### config.mk
export PLATFORM = sky130hd
export DESIGN_NAME = alu_ctrl
export DESIGN_NICKNAME = d
export VERILOG_FILES = /design/src/rtl/alu_ctrl_pkg.sv /design/src/rtl/alu_ctrl_dec.sv /design/src/rtl/alu_ctrl.sv
export SDC_FILE = /design/constraint.sdc
export NUM_CORES = 1
export LEC_CHECK = 0
export CAP_MARGIN = 10
export CORE_MARGIN = 2
export CORE_UTILIZATION = 40
export DETAILED_ROUTE_END_ITERATION = 12
export PLACE_DENSITY = 0.79
export SETUP_SLACK_MARGIN = 0.15
export SLEW_MARGIN = 30
export SYNTH_ARGS = -nofsm -noshare
export SYNTH_HDL_FRONTEND = slang
export SYNTH_SLANG_ARGS = --single-unit
### constraint.sdc
create_clock -name clk -period 2.6 [get_ports clk]
set_clock_uncertainty 0.1 [all_clocks]
set_input_delay 0.52 -clock clk [delete_from_list [all_inputs] [get_ports clk]]
set_output_delay 0.52 -clock clk [all_outputs]
set_load 0.01 [all_outputs]
### src/rtl/alu_ctrl_pkg.sv
// Shared definitions for the ALU controller: ALU operation codes, RV32I opcodes,
// controller FSM state type and the branch-outcome helper.
package alu_ctrl_pkg;

  localparam logic [3:0] ALU_ADD  = 4'b0000;
  localparam logic [3:0] ALU_SLL  = 4'b0001;
  localparam logic [3:0] ALU_SLT  = 4'b0010;
  localparam logic [3:0] ALU_SLTU = 4'b0011;
  localparam logic [3:0] ALU_XOR  = 4'b0100;
  localparam logic [3:0] ALU_SRL  = 4'b0101;
  localparam logic [3:0] ALU_OR   = 4'b0110;
  localparam logic [3:0] ALU_AND  = 4'b0111;
  localparam logic [3:0] ALU_SUB  = 4'b1000;
  localparam logic [3:0] ALU_SRA  = 4'b1101;
  localparam logic [3:0] ALU_INC  = 4'b1010;
  localparam logic [3:0] ALU_DEC  = 4'b1011;

  localparam logic [6:0] OPC_OP     = 7'b0110011;
  localparam logic [6:0] OPC_OP_IMM = 7'b0010011;
  localparam logic [6:0] OPC_BRANCH = 7'b1100011;

  typedef enum logic [1:0] {
    S_IDLE = 2'd0,
    S_EXEC = 2'd1,
    S_DONE = 2'd2
  } state_t;

  // funct3[2] picks SLT/SLTU (bit 0 of result) over SUB (zero test); funct3[0] inverts.
  function automatic logic br_decide(input logic [2:0] f3, input logic [31:0] res);
    return f3[2] ? (res[0] ^ f3[0]) : ((res == 32'd0) ^ f3[0]);
  endfunction

endpackage

### src/rtl/alu_ctrl_dec.sv
// Combinational RV32I decode for OP / OP-IMM (and BRANCH when ALU_CTRL_BRANCH_EN
// is defined) into an ALU operation plus operand-selection controls.
module alu_ctrl_dec
  import alu_ctrl_pkg::*;
(
  input  logic [6:0] opcode,
  input  logic [2:0] funct3,
  input  logic       funct7b5,
  output logic [3:0] op,
  output logic       use_imm,
  output logic       is_shift,
  output logic       is_branch,
  output logic       illegal
);

  logic [3:0] base_op;

  always_comb begin
    base_op = ALU_AND;
    case (funct3)
      3'b000:  base_op = ALU_ADD;
      3'b001:  base_op = ALU_SLL;
      3'b010:  base_op = ALU_SLT;
      3'b011:  base_op = ALU_SLTU;
      3'b100:  base_op = ALU_XOR;
      3'b101:  base_op = funct7b5 ? ALU_SRA : ALU_SRL;
      3'b110:  base_op = ALU_OR;
      default: base_op = ALU_AND;
    endcase
  end

  always_comb begin
    // NOTE: every output gets a default up front so no decode path can infer a latch.
    op        = ALU_ADD;
    use_imm   = 1'b0;
    is_shift  = 1'b0;
    is_branch = 1'b0;
    illegal   = 1'b1;
    case (opcode)
      OPC_OP: begin
        op       = (funct3 == 3'b000 && funct7b5) ? ALU_SUB : base_op;
        is_shift = (funct3[1:0] == 2'b01);
        illegal  = funct7b5 && (funct3 != 3'b000) && (funct3 != 3'b101);
      end
      OPC_OP_IMM: begin
        // instr[30] is an immediate bit except for the shift-immediates.
        op       = base_op;
        use_imm  = 1'b1;
        is_shift = (funct3[1:0] == 2'b01);
        illegal  = funct7b5 && (funct3 == 3'b001);
      end
`ifdef ALU_CTRL_BRANCH_EN
      OPC_BRANCH: begin
        op        = funct3[2] ? (funct3[1] ? ALU_SLTU : ALU_SLT) : ALU_SUB;
        is_branch = 1'b1;
        illegal   = (funct3[2:1] == 2'b01);
      end
`endif
      default: ;
    endcase
  end

endmodule

### src/rtl/alu_ctrl.sv
// ALU controller: accepts one instruction, drives an external ALU for one cycle and
// holds the captured result until consumed. Define ALU_CTRL_BRANCH_EN for branches.
module alu_ctrl
  import alu_ctrl_pkg::*;
(
  input  logic        clk,
  input  logic        rst_n,
  input  logic        in_valid,
  output logic        in_ready,
  input  logic [6:0]  opcode,
  input  logic [2:0]  funct3,
  input  logic        funct7b5,
  input  logic [31:0] rs1_val,
  input  logic [31:0] rs2_val,
  input  logic [31:0] imm,
  output logic [31:0] alu_a,
  output logic [31:0] alu_b,
  output logic [3:0]  alu_op,
  input  logic [31:0] alu_out,
  input  logic        alu_zf,
  input  logic        alu_cf,
  input  logic        alu_of,
  input  logic        alu_sf,
  output logic        res_valid,
  input  logic        res_ready,
  output logic [31:0] res_data,
  output logic [3:0]  res_flags,
  output logic        br_taken,
  output logic        illegal
);

  state_t      state;
  logic [3:0]  dec_op;
  logic        use_imm;
  logic        is_shift;
  logic        is_branch;
  logic        dec_illegal;
  logic [31:0] b_src;
  logic [31:0] b_next;

  alu_ctrl_dec u_dec (
    .opcode    (opcode),
    .funct3    (funct3),
    .funct7b5  (funct7b5),
    .op        (dec_op),
    .use_imm   (use_imm),
    .is_shift  (is_shift),
    .is_branch (is_branch),
    .illegal   (dec_illegal)
  );

  assign b_src    = use_imm ? imm : rs2_val;
  assign b_next   = is_shift ? {27'd0, b_src[4:0]} : b_src;
  assign in_ready = (state == S_IDLE);

  always_ff @(posedge clk) begin
    // NOTE: non-blocking assignments keep every register update here order-independent.
    if (!rst_n) begin
      state     <= S_IDLE;
      res_valid <= 1'b0;
      illegal   <= 1'b0;
      res_data  <= '0;
      res_flags <= '0;
      alu_a     <= '0;
      alu_b     <= '0;
      alu_op    <= '0;
    end else begin
      case (state)
        S_IDLE: begin
          if (in_valid) begin
            if (dec_illegal) begin
              // ALU operands keep their previous values on an illegal encoding.
              state     <= S_DONE;
              res_valid <= 1'b1;
              illegal   <= 1'b1;
              res_data  <= '0;
              res_flags <= '0;
            end else begin
              state   <= S_EXEC;
              illegal <= 1'b0;
              alu_a   <= rs1_val;
              alu_b   <= b_next;
              alu_op  <= dec_op;
            end
          end
        end
        S_EXEC: begin
          state     <= S_DONE;
          res_valid <= 1'b1;
          res_data  <= alu_out;
          res_flags <= {alu_zf, alu_cf, alu_of, alu_sf};
        end
        S_DONE: begin
          if (res_ready) begin
            state     <= S_IDLE;
            res_valid <= 1'b0;
          end
        end
        default: state <= S_IDLE;
      endcase
    end
  end

`ifdef ALU_CTRL_BRANCH_EN
  logic       br_pend;
  logic [2:0] br_f3;

  always_ff @(posedge clk) begin
    if (!rst_n) begin
      br_taken <= 1'b0;
      br_pend  <= 1'b0;
      br_f3    <= '0;
    end else if (state == S_IDLE && in_valid) begin
      br_taken <= 1'b0;
      br_pend  <= is_branch && !dec_illegal;
      br_f3    <= funct3;
    end else if (state == S_EXEC) begin
      br_taken <= br_pend && br_decide(br_f3, alu_out);
    end
  end
`else
  logic unused_branch;
  assign unused_branch = is_branch;
  assign br_taken      = 1'b0;
`endif

endmodule

==> metrics.md <==
| Metric | Value |
|---|---|
| DP Wirelength | 10.59 mm |
| EDFF count, synth | 0 |
| IO buf count | 253 |
| Peak supply drop | 255.7 uV |
| Hold slack | 0.3602 ns |
| Synthesized cell area | 4832 um^2 |
| CP endpoint kind | register |
| Area grow syn2layout | 60.80% |
| Final ANT Viol Nets | 0 |
| Crit path launch type | primary input |
| Outcome | completed |
| Hold Fails Final Rpt | 0 |
| CTS Buf Count | 9 |
| Max_slew headroom | 0.5906 |
| Top FF cell, synth | dfxtp_1 |
| Number of global-route vias before repair | 4600 |
| Drt drc | 0 |
| 1st-iter DRT viols | 255 |
| Most common cell in the synthesized netlist | dfxtp_1 |
| Clock Latency Late Sink | 0.33 ns |
| Clock root cell | clkbuf_16 |
| Core box area | 11910 um^2 |
| Clock sink count | 108 |
| Grt total ovfl | 0 |
| Max clock buf depth | 2 |
| Fin. max-slew vios | 0 |
| HP Start | alu_a[26]$_SDFFE_PN0P_ |
| Placed instance area | 7495 um^2 |
| Pre-CTS WS | 0.1072 ns |
| Setup bufs post-CTS | 0 |
| Largest net degree at the start of global routing | 71 |
| Reg clk slew, reported paths | 0.07 ns |
| Hold Buf Count CTS | 0 |
| Synth cell count leaders | 108 x dfxtp_1, 76 x mux2i_1, 74 x nand2_1 |
| Count of cell types in the netlist | 39 |
| Vias/cell | 5.325 |
| Crit. Startpoint | funct3[2] |
| CTS tree | yes |
| Layout cell share with drive strength beyond 1 | 0.09283 |
| WP data arrival | 2.29 ns |
| Std cell rows | 40 |
| Endpoints failing setup | 0 |
| Setup TNS | 0 ns |
| Final instance area | 7770 um^2 |
| CP Data Required Time | 2.76 ns |
| Synth area leader | dfxtp_1 |
| Ys Warns | 0 |
| FF-to-FF Start | state[0]$_SDFFE_PN0P_ |
| Global-route wire length before repair | 22.64 mm |
| Total wire length | 14.43 mm |
| Ports | 255 |
| Nets@finish | 853 |
| Power per cell area | 434.1 nW/um^2 |
| Crit Path Category | in -> reg |
| Via count | 4569 |
| Period utilisation layout | 0.8191 |
| Cells after synthesis | 477 |
| Slew @ Worst Pin | 0.6141 ns |
| Final Non-Filler Cells | 858 |
| Initial antenna violation count | 0 |
| Setup ws final | 0.4705 ns |
| Mean Syn Cell Area | 10.13 um^2 |
| Placer congestion estimate | 0.7605 |
| Max-cap viol count | 0 |
| Sequential fraction of the synthesis area | 0.4474 |
| Placed cells | 842 |
| Synthesis-stage register bit count | 108 |
| RSZ-0062 raised after global routing | no |
| Synth Net Count | 624 |
| Post-synth ARST share | 0 |
| Synth top area cells | dfxtp_1 45%, mux2i_1 16%, a41oi_1 5.8%, nand2_1 5.7%, a211oi_2 5.2% |
| P_leak | 2.613 nW |
| Resize count post-CTS | 0 |
| Avg WL per Cell | 16.81 um |
| Tot GR Track Use | 0.2145 |
| Worst Path Max Fanout | 35 |
| Top-area cell type share of the netlist area | 0.4474 |
| Post-route minimum period | 2.130 ns |
| Height of the die | 113.9 um |
| Starting Density | 0.4057 |
| Die area | 12980 um^2 |
| H-tree depth | 3 |
| Die W | 113.9 um |
| Achievable Freq | 469.6 MHz |
| Hold WC Path Type | reg -> reg |
| TritonRoute pass-1 iters | 4 |
| # diodes | 0 |
-- where the power goes --
| part | internal, mW | leakage (nW) | switching (mW) |
|---|---|---|---|
| Sequential | 1.66 | 0.871 | 0.00721 |
| Combinational | 0.266 | 1.61 | 0.170 |
| Clock | 0.653 | 0.128 | 0.615 |
-- flip-flops by register name (all words and copies together), names as in the netlist --
register	count
res_data	32
alu_a	32
illegal	1
res_flags	4
state	2
alu_b	32
alu_op	4
res_valid	1
-- stage by stage --
stage                 util  total power, mW
floorplan                -            1.852
global placement    0.6292            2.134
CTS                 0.6523            3.406
detailed placement  0.6292            2.142
finish              0.6523            3.373
global route        0.6523            3.502
-- cells in the final DEF, fill, tap and decap left out, types with 3 or more instances in the layout --
master           instances
clkdlybuf4s50_1        252
nor3_1                  36
a22oi_1                 24
a41oi_1                 32
buf_4                    6
mux2i_1                 76
nand2_1                 74
a21oi_1                  5
clkbuf_16                9
inv_1                    3
clkinvlp_4               3
a211oi_1                12
dfxtp_1                108
a211oi_2                20
a22oi_2                  3
nor2_1                   4
buf_12                   9
-- area by class of cell --
cell class / count / area [um^2]
clock buffer: 9 / 225.2
fill: 946 / 4141
sequential: 108 / 2162
clock inverter: 7 / 50.05
inverter: 4 / 15.01
timing repair buffer: 268 / 2753
tap: 147 / 183.9
multi-input combinational: 315 / 2381
-- worst max-delay path, stage by stage --
cell	delay (ns)
clkdlybuf4s50_1	0.47
nor2b_1	0.16
o211ai_1	0.32
and4_2	0.32
buf_12	0.25
mux2i_1	0.23
-- cells by family (layout without fill, tap and decap cells) --
logic type / count (synthesis) / after routing / synth area share
and+or+nand+nor: 133 / 133 / 0.1357
DFF: 108 / 108 / 0.4474
AOI/OAI and AO/OA: 105 / 105 / 0.1965
muxes: 76 / 76 / 0.1574
buffers and inverters: 54 / 288 / 0.06214
other: 1 / 1 / 0.0007761
-- final timing paths --
kind,endpoint,slack [ns],cells after the start
setup / recovery,alu_a[31]$_SDFFE_PN0P_,0.47,6
hold / removal,alu_a[26]$_SDFFE_PN0P_,0.36,2
setup reg to reg,res_data[3]$_SDFFE_PN0P_,0.81,4
hold reg to reg,alu_a[26]$_SDFFE_PN0P_,0.36,2
-- per-layer routing --
metal | GRT usage | wire length (um) | vias up
met5 | 0 | 0 | -
li1 | - | - | 2222
met4 | 0.07073 | 247 | 0
met3 | 0.06323 | 1236 | 18
met2 | 0.3812 | 7220 | 177
met1 | 0.2472 | 5722 | 2152
Power figures use the tool's default switching activity.
